===== src/rtl/odo_sbox6_arbiter.sv =====
// odo_sbox6_arbiter
// Shares one registered 6-bit S-box (1-cycle latency) between NREQ requesters.
// Request side: round-robin grant among eligible requesters, at most one per cycle.
// Response side: one held slot per requester, released by rsp_ready.
// Stage p0 is the combinational grant/address cycle; stage p1 is the cycle the
// S-box result returns and is written into the granted requester's slot.
module odo_sbox6_arbiter #(
    parameter int NREQ = 4,
    parameter int IDW  = 2,
    parameter int CNTW = 32
) (
    input  logic              clk,
    input  logic              rst_n,
    input  logic              clear,
    input  logic [NREQ-1:0]   req_valid,
    input  logic [6*NREQ-1:0] req_data,
    output logic [NREQ-1:0]   req_ready,
    output logic [NREQ-1:0]   rsp_valid,
    output logic [6*NREQ-1:0] rsp_data,
    input  logic [NREQ-1:0]   rsp_ready,
    output logic [5:0]        sbox_in,
    input  logic [5:0]        sbox_out,
    output logic              busy,
    output logic [CNTW-1:0]   lookup_cnt
);

    // Lookup in flight at the S-box: valid flag and owning requester.
    logic            vld_p1;
    logic [IDW-1:0]  id_p1;

    // Round-robin search start for the next grant.
    logic [IDW-1:0]  rr_ptr;

    // Grant decision for the current cycle.
    logic [NREQ-1:0] eligible;
    logic            gnt_vld_p0;
    logic [IDW-1:0]  gnt_id_p0;
    logic [IDW:0]    cand_p0;
    logic [IDW-1:0]  rr_next;

    // A requester may be granted when its slot is free (or freeing this cycle)
    // and it does not already own the lookup in flight.
    always_comb begin
        eligible = '0;
        for (int i = 0; i < NREQ; i++) begin
            eligible[i] = req_valid[i]
                       && (!rsp_valid[i] || rsp_ready[i])
                       && !(vld_p1 && (id_p1 == IDW'(i)));
        end
    end

    // ---- stage p0: round-robin grant, scanning rr_ptr, rr_ptr+1, ... mod NREQ ----
    // Suppressed by clear and while reset is held so nothing leaks out.
    always_comb begin
        gnt_vld_p0 = 1'b0;
        gnt_id_p0  = '0;
        cand_p0    = '0;
        for (int off = 0; off < NREQ; off++) begin
            cand_p0 = {1'b0, rr_ptr} + (IDW+1)'(off);
            if (cand_p0 >= (IDW+1)'(NREQ)) begin
                cand_p0 = cand_p0 - (IDW+1)'(NREQ);
            end
            if (!gnt_vld_p0 && eligible[cand_p0[IDW-1:0]]) begin
                gnt_vld_p0 = 1'b1;
                gnt_id_p0  = cand_p0[IDW-1:0];
            end
        end
        if (clear || !rst_n) begin
            gnt_vld_p0 = 1'b0;
            gnt_id_p0  = '0;
        end
    end

    // Pointer moves just past the granted requester, wrapping at NREQ.
    always_comb begin
        if (gnt_id_p0 == IDW'(NREQ - 1)) begin
            rr_next = '0;
        end else begin
            rr_next = gnt_id_p0 + IDW'(1);
        end
    end

    // One-hot ready and the S-box address of the granted requester.
    always_comb begin
        req_ready = '0;
        sbox_in   = 6'h00;
        for (int i = 0; i < NREQ; i++) begin
            if (gnt_vld_p0 && (gnt_id_p0 == IDW'(i))) begin
                req_ready[i] = 1'b1;
                sbox_in      = req_data[6*i +: 6];
            end
        end
    end

    // ---- stage p0 -> p1: launch the lookup and advance the round-robin pointer ----
    always_ff @(posedge clk or negedge rst_n) begin
        if (!rst_n) begin
            vld_p1 <= 1'b0;
            id_p1  <= '0;
            rr_ptr <= '0;
        end else if (clear) begin
            vld_p1 <= 1'b0;
            rr_ptr <= '0;
        end else begin
            vld_p1 <= gnt_vld_p0;
            if (gnt_vld_p0) begin
                id_p1  <= gnt_id_p0;
                rr_ptr <= rr_next;
            end
        end
    end

    // ---- stage p1 -> response slots: capture the S-box result, release consumed slots ----
    // The write wins over a release of the same slot; data is kept until overwritten.
    always_ff @(posedge clk or negedge rst_n) begin
        if (!rst_n) begin
            rsp_valid <= '0;
            rsp_data  <= '0;
        end else if (clear) begin
            rsp_valid <= '0;
        end else begin
            for (int i = 0; i < NREQ; i++) begin
                if (vld_p1 && (id_p1 == IDW'(i))) begin
                    rsp_valid[i]      <= 1'b1;
                    rsp_data[6*i +: 6] <= sbox_out;
                end else if (rsp_valid[i] && rsp_ready[i]) begin
                    rsp_valid[i] <= 1'b0;
                end
            end
        end
    end

    // Completed-lookup counter; a flushed lookup is not counted. Wraps naturally.
    always_ff @(posedge clk or negedge rst_n) begin
        if (!rst_n) begin
            lookup_cnt <= '0;
        end else if (vld_p1 && !clear) begin
            lookup_cnt <= lookup_cnt + CNTW'(1);
        end
    end

    assign busy = vld_p1 || (|rsp_valid);

endmodule


===== config.mk =====
export PLATFORM = sky130hd
export DESIGN_NAME = odo_sbox6_arbiter
export DESIGN_NICKNAME = d
export VERILOG_FILES = /design/src/rtl/odo_sbox6_arbiter.sv
export SDC_FILE = /design/constraint.sdc
export NUM_CORES = 1
export LEC_CHECK = 0
export ABC_AREA = 1
export BUFFER_PORTS_ARGS = -buffer_cell sky130_fd_sc_hd__buf_4
export CORE_MARGIN = 2
export CORE_UTILIZATION = 55
export CTS_CLUSTER_DIAMETER = 100
export DETAILED_ROUTE_END_ITERATION = 8
export PLACE_DENSITY = 0.85
export REMOVE_ABC_BUFFERS = 1
export SLEW_MARGIN = 10
export SYNTH_ARGS = -nofsm -noshare
export SYNTH_HDL_FRONTEND = slang
export SYNTH_SLANG_ARGS = --single-unit
export TNS_END_PERCENT = 20

===== constraint.sdc =====
create_clock -name clk -period 9.1 [get_ports clk]
set_input_delay 1.82 -clock clk [delete_from_list [all_inputs] [get_ports clk]]
set_output_delay 1.82 -clock clk [all_outputs]
set_load 0.01 [all_outputs]

==> out/qor.txt <==
Total GRT Usage -> 23.8%
M2 GR Usage -> 39.6%
Avg Cell Area, Syn -> 8.26 um2
combinational power share -> 35.4%
mean routed wirelength per cell -> 13.4 um
Internal -> 691 uW
vias -> 3211
Placed Area -> 4360 um2
first-pass GRT wire length -> 13800 um
Crit path top cell by count -> nand2_1
buffers and inverters on the worst path -> 5
DRC -> 0
Syn Inst Count -> 423
total CTS buffers -> 9
Main synth FF type -> dfrtp_1
vias in the first global route -> 3106
DRT Wirelength -> 8230 um
EDFF count, synth -> 0
Crit. End Element -> output pin
design area -> 4580 um2
share of layout cells above drive strength 1 -> 27.1%
Synth Area in Adders -> 1.79%
post-synthesis mux area share -> 0%
Skew-Pair Late Insertion Delay -> 330 ps
YS warnings -> 0
flops & latches, synth -> 65
MaxCap Viol Count -> 0
Arrival @ worst endpoint -> 4950 ps
Slew Limit Fails -> 0
Die X -> 83.7 um
fraction of the mapped netlist area in simple logic gates -> 28.8%
Slew Limit Headroom -> 36.1%
Final Hold Viols -> 0
CORE AREA -> 6240 um2
Power Density -> 234 nW/um2
setup TNS -> 0 ps
RSZ-0062 raised after global routing -> no
Switching Fraction -> 35.6%
Seq pwr share -> 38.8%
Worst Path Required -> 7280 ps
Synth async-reset ratio -> 100%
endpoints failing setup -> 0
Post-CTS Resized -> 0
Worst-Margin Slew -> 956 ps
Worst Hold Class -> reg -> reg
HPWL Detailed -> 6070 um
worst setup path start -> rsp_ready[0]
clock sinks -> 65
Routed Antenna Nets -> 0
critical-path cell list -> buf_4 -> inv_1 -> a21oi_1 -> nand3_1 -> nand2_1 -> o21ai_1 -> nand4_1 -> nand2_1 -> inv_1 -> nand2_1 -> inv_1 -> ha_1 -> nor2_1 -> nand4_1 -> nand3_1 -> nand2_1 -> nand2_1 -> buf_4
min-delay src -> lookup_cnt[31]$_DFFE_PN0P_
Peak supply drop -> 0.185 mV
GPL Wtd Cong -> 0.866
initial antenna violation count -> 0
main combinational cell family by area after synthesis -> simple AND/OR/NAND/NOR gates
CP max stage cell -> nand4_1
Compound-Gate Fraction of Synth Area -> 5.91%
xor-xnor portion of the synthesized cell area -> 8.24%
DP Worst Slack -> 2410 ps
PortBufs -> 111
Most Crowded Layer GR -> met2
fill count -> 486
leakage -> 0.00251 uW
Sw Pwr -> 382 uW
final setup skew -> 14.7 ps
WS Path Type -> in -> out
n_diodes -> 0
DIE AREA -> 7000 um2
total chip power -> 1070 uW
drt initial violations -> 168
M3 GR Usage -> 5.14%
area grow syn2layout -> 31.2%
fin nets -> 580
status -> finished clean
Initial Util -> 56.0%
count of unique library cells instantiated by Yosys -> 33
postcts setup bufs -> 0
Max FO, Critical Path -> 21
largest net degree at the start of global routing -> 67
clock root cell -> clkbuf_8
Worst Setup Start Kind -> primary input
GR Layer Usage met1 -> 31.5%
Fmax -> 148 MHz
H-tree depth -> 3
CTS max path bufs -> 2
I/O pins -> 112
Final period util -> 74.4%
Final min period -> 6770 ps
CTS tree -> yes
gr ovfl total -> 0
r2r startpoint -> rr_ptr[0]$_DFFE_PN0P_
clock share of power -> 25.7%
crit-path leading delay family -> simple AND/OR/NAND/NOR gates
hold_buf cts -> 0
row count -> 29
setup slack after layout -> 2330 ps
DRT Pass-1 Iters -> 5
clk slew on worst S/H paths -> 70 ps
CP peak stage delay -> 660 ps
vias per std cell -> 5.21
Post-Syn Area -> 3490 um2
sequential area share after synthesis -> 46.6%
Die Ht -> 83.7 um
[per-layer routing]
layer | vias up | wire (um)
li1 | 1593 | -
met1 | 1467 | 3590
met2 | 138 | 3990
met3 | 13 | 554
met4 | 0 | 102
met5 | - | 0
[worst reg2reg max path, stage by stage, from the launching register on]
cell and delay, ps:
dfrtp_1 530, inv_1 180, nand3_1 140, nand2_1 80
o21ai_1 240, nand4_1 660, nand2_1 440, inv_1 150
nand2_1 150, inv_1 80, ha_1 210, o31ai_1 270
[sequential cells by signal (all words and copies together) (netlist names)]
name	flops
rr_ptr	2
vld_p1	1
rsp_data	24
id_p1	2
rsp_valid	4
lookup_cnt	32
[synthesized netlist by cell type (2+ instances only)]
library cell / count / area, um2
o21ai_0: 20 / 100
a21oi_1: 5 / 25.0
nor2_2: 4 / 25.0
nand2_4: 2 / 22.5
nor2_4: 4 / 45.0
clkbuf_1: 7 / 26.3
nor3_1: 8 / 40.0
xnor2_1: 13 / 114
o21a_1: 6 / 45.0
dfrtp_1: 65 / 1630
nand2_1: 102 / 383
buf_6: 2 / 22.5
xor2_1: 18 / 158
nor4_1: 4 / 25.0
o31ai_1: 2 / 15.0
inv_1: 60 / 225
inv_2: 2 / 7.51
nor2_1: 17 / 63.8
nand3_1: 35 / 175
ha_1: 5 / 62.6
nand4_1: 30 / 188
[cells in the final DEF (no fill, tap or decap)]
master and count:
clkinv_2 1, buf_4 111, nand2_2 1, o21a_1 6, nand2_1 102, nand3_2 1
nand2_4 2, clkinv_1 1, nor2_4 4, xor2_1 18, inv_2 2, nor2_2 4
o21ai_1 1, nor3b_2 1, nand4_1 30, dfrtp_1 65, ha_1 5, xnor2_2 1
bufinv_16 2, xnor2_1 13, nor3_1 8, o31ai_1 2, a31o_2 1, nor3_2 1
o211ai_1 1, nand3_1 35, inv_1 60, nor2_1 17, inv_6 3, clkinvlp_4 1
inv_4 1, a21oi_1 5, nor4_1 4, o21ai_0 20, clkbuf_8 9
[power groups by stage]
stage | Sequential, uW | Clock (uW) | Combinational (uW)
final | 417 | 276 | 380
after global routing | 425 | 294 | 424
after CTS | 416 | 281 | 381
after detailed placement | 420 | 0 | 381
after global placement | 418 | 0 | 368
after floorplan | 440 | 0 | 179
[per-stage QoR]
| stage | utilization [%] | hold WS [ps] | instances |
|---|---|---|---|
| 4_1_cts | 73.5 | 478 | 616 |
| 3_5_place_dp | 69.9 | 467 | 600 |
| 5_1_grt | 73.5 | 498 | 616 |
| 6_report | 73.5 | 473 | 616 |
| 2_1_floorplan | - | 504 | 412 |
| 3_3_place_gp | 69.9 | 461 | 600 |
[area by class of cell]
cell class	count	area (um2)	share of cell area, %
Clock inverter	7	98.8	2.16
Tap cell	77	96.3	2.10
Sequential cell	65	1630	35.5
Timing Repair Buffer	111	833	18.2
Inverter	64	243	5.29
Multi-Input combinational cell	283	1560	34.1
Clock buffer	9	124	2.70
[logic make-up (layout without fill, tap and decap cells)]
logic type	after synthesis	after routing
buf+inv	75	191
compound gates	36	36
fa+ha+maj	5	5
simple gates	210	210
xor+xnor	32	32
flops	65	65
[worst paths after layout]
path	endpoint	slack, ps	depth (start not counted)
setup / recovery	sbox_in[3]	2330	18
hold / removal	lookup_cnt[31]$_DFFE_PN0P_	470	1
setup reg to reg	rr_ptr[0]$_DFFE_PN0P_	5870	11
hold reg to reg	lookup_cnt[31]$_DFFE_PN0P_	470	1
max in group asynchronous	rsp_valid[1]$_DFFE_PN0P_	6980	1
min in group asynchronous	lookup_cnt[10]$_DFFE_PN0P_	1570	1
(Power assumes the default switching activity.)
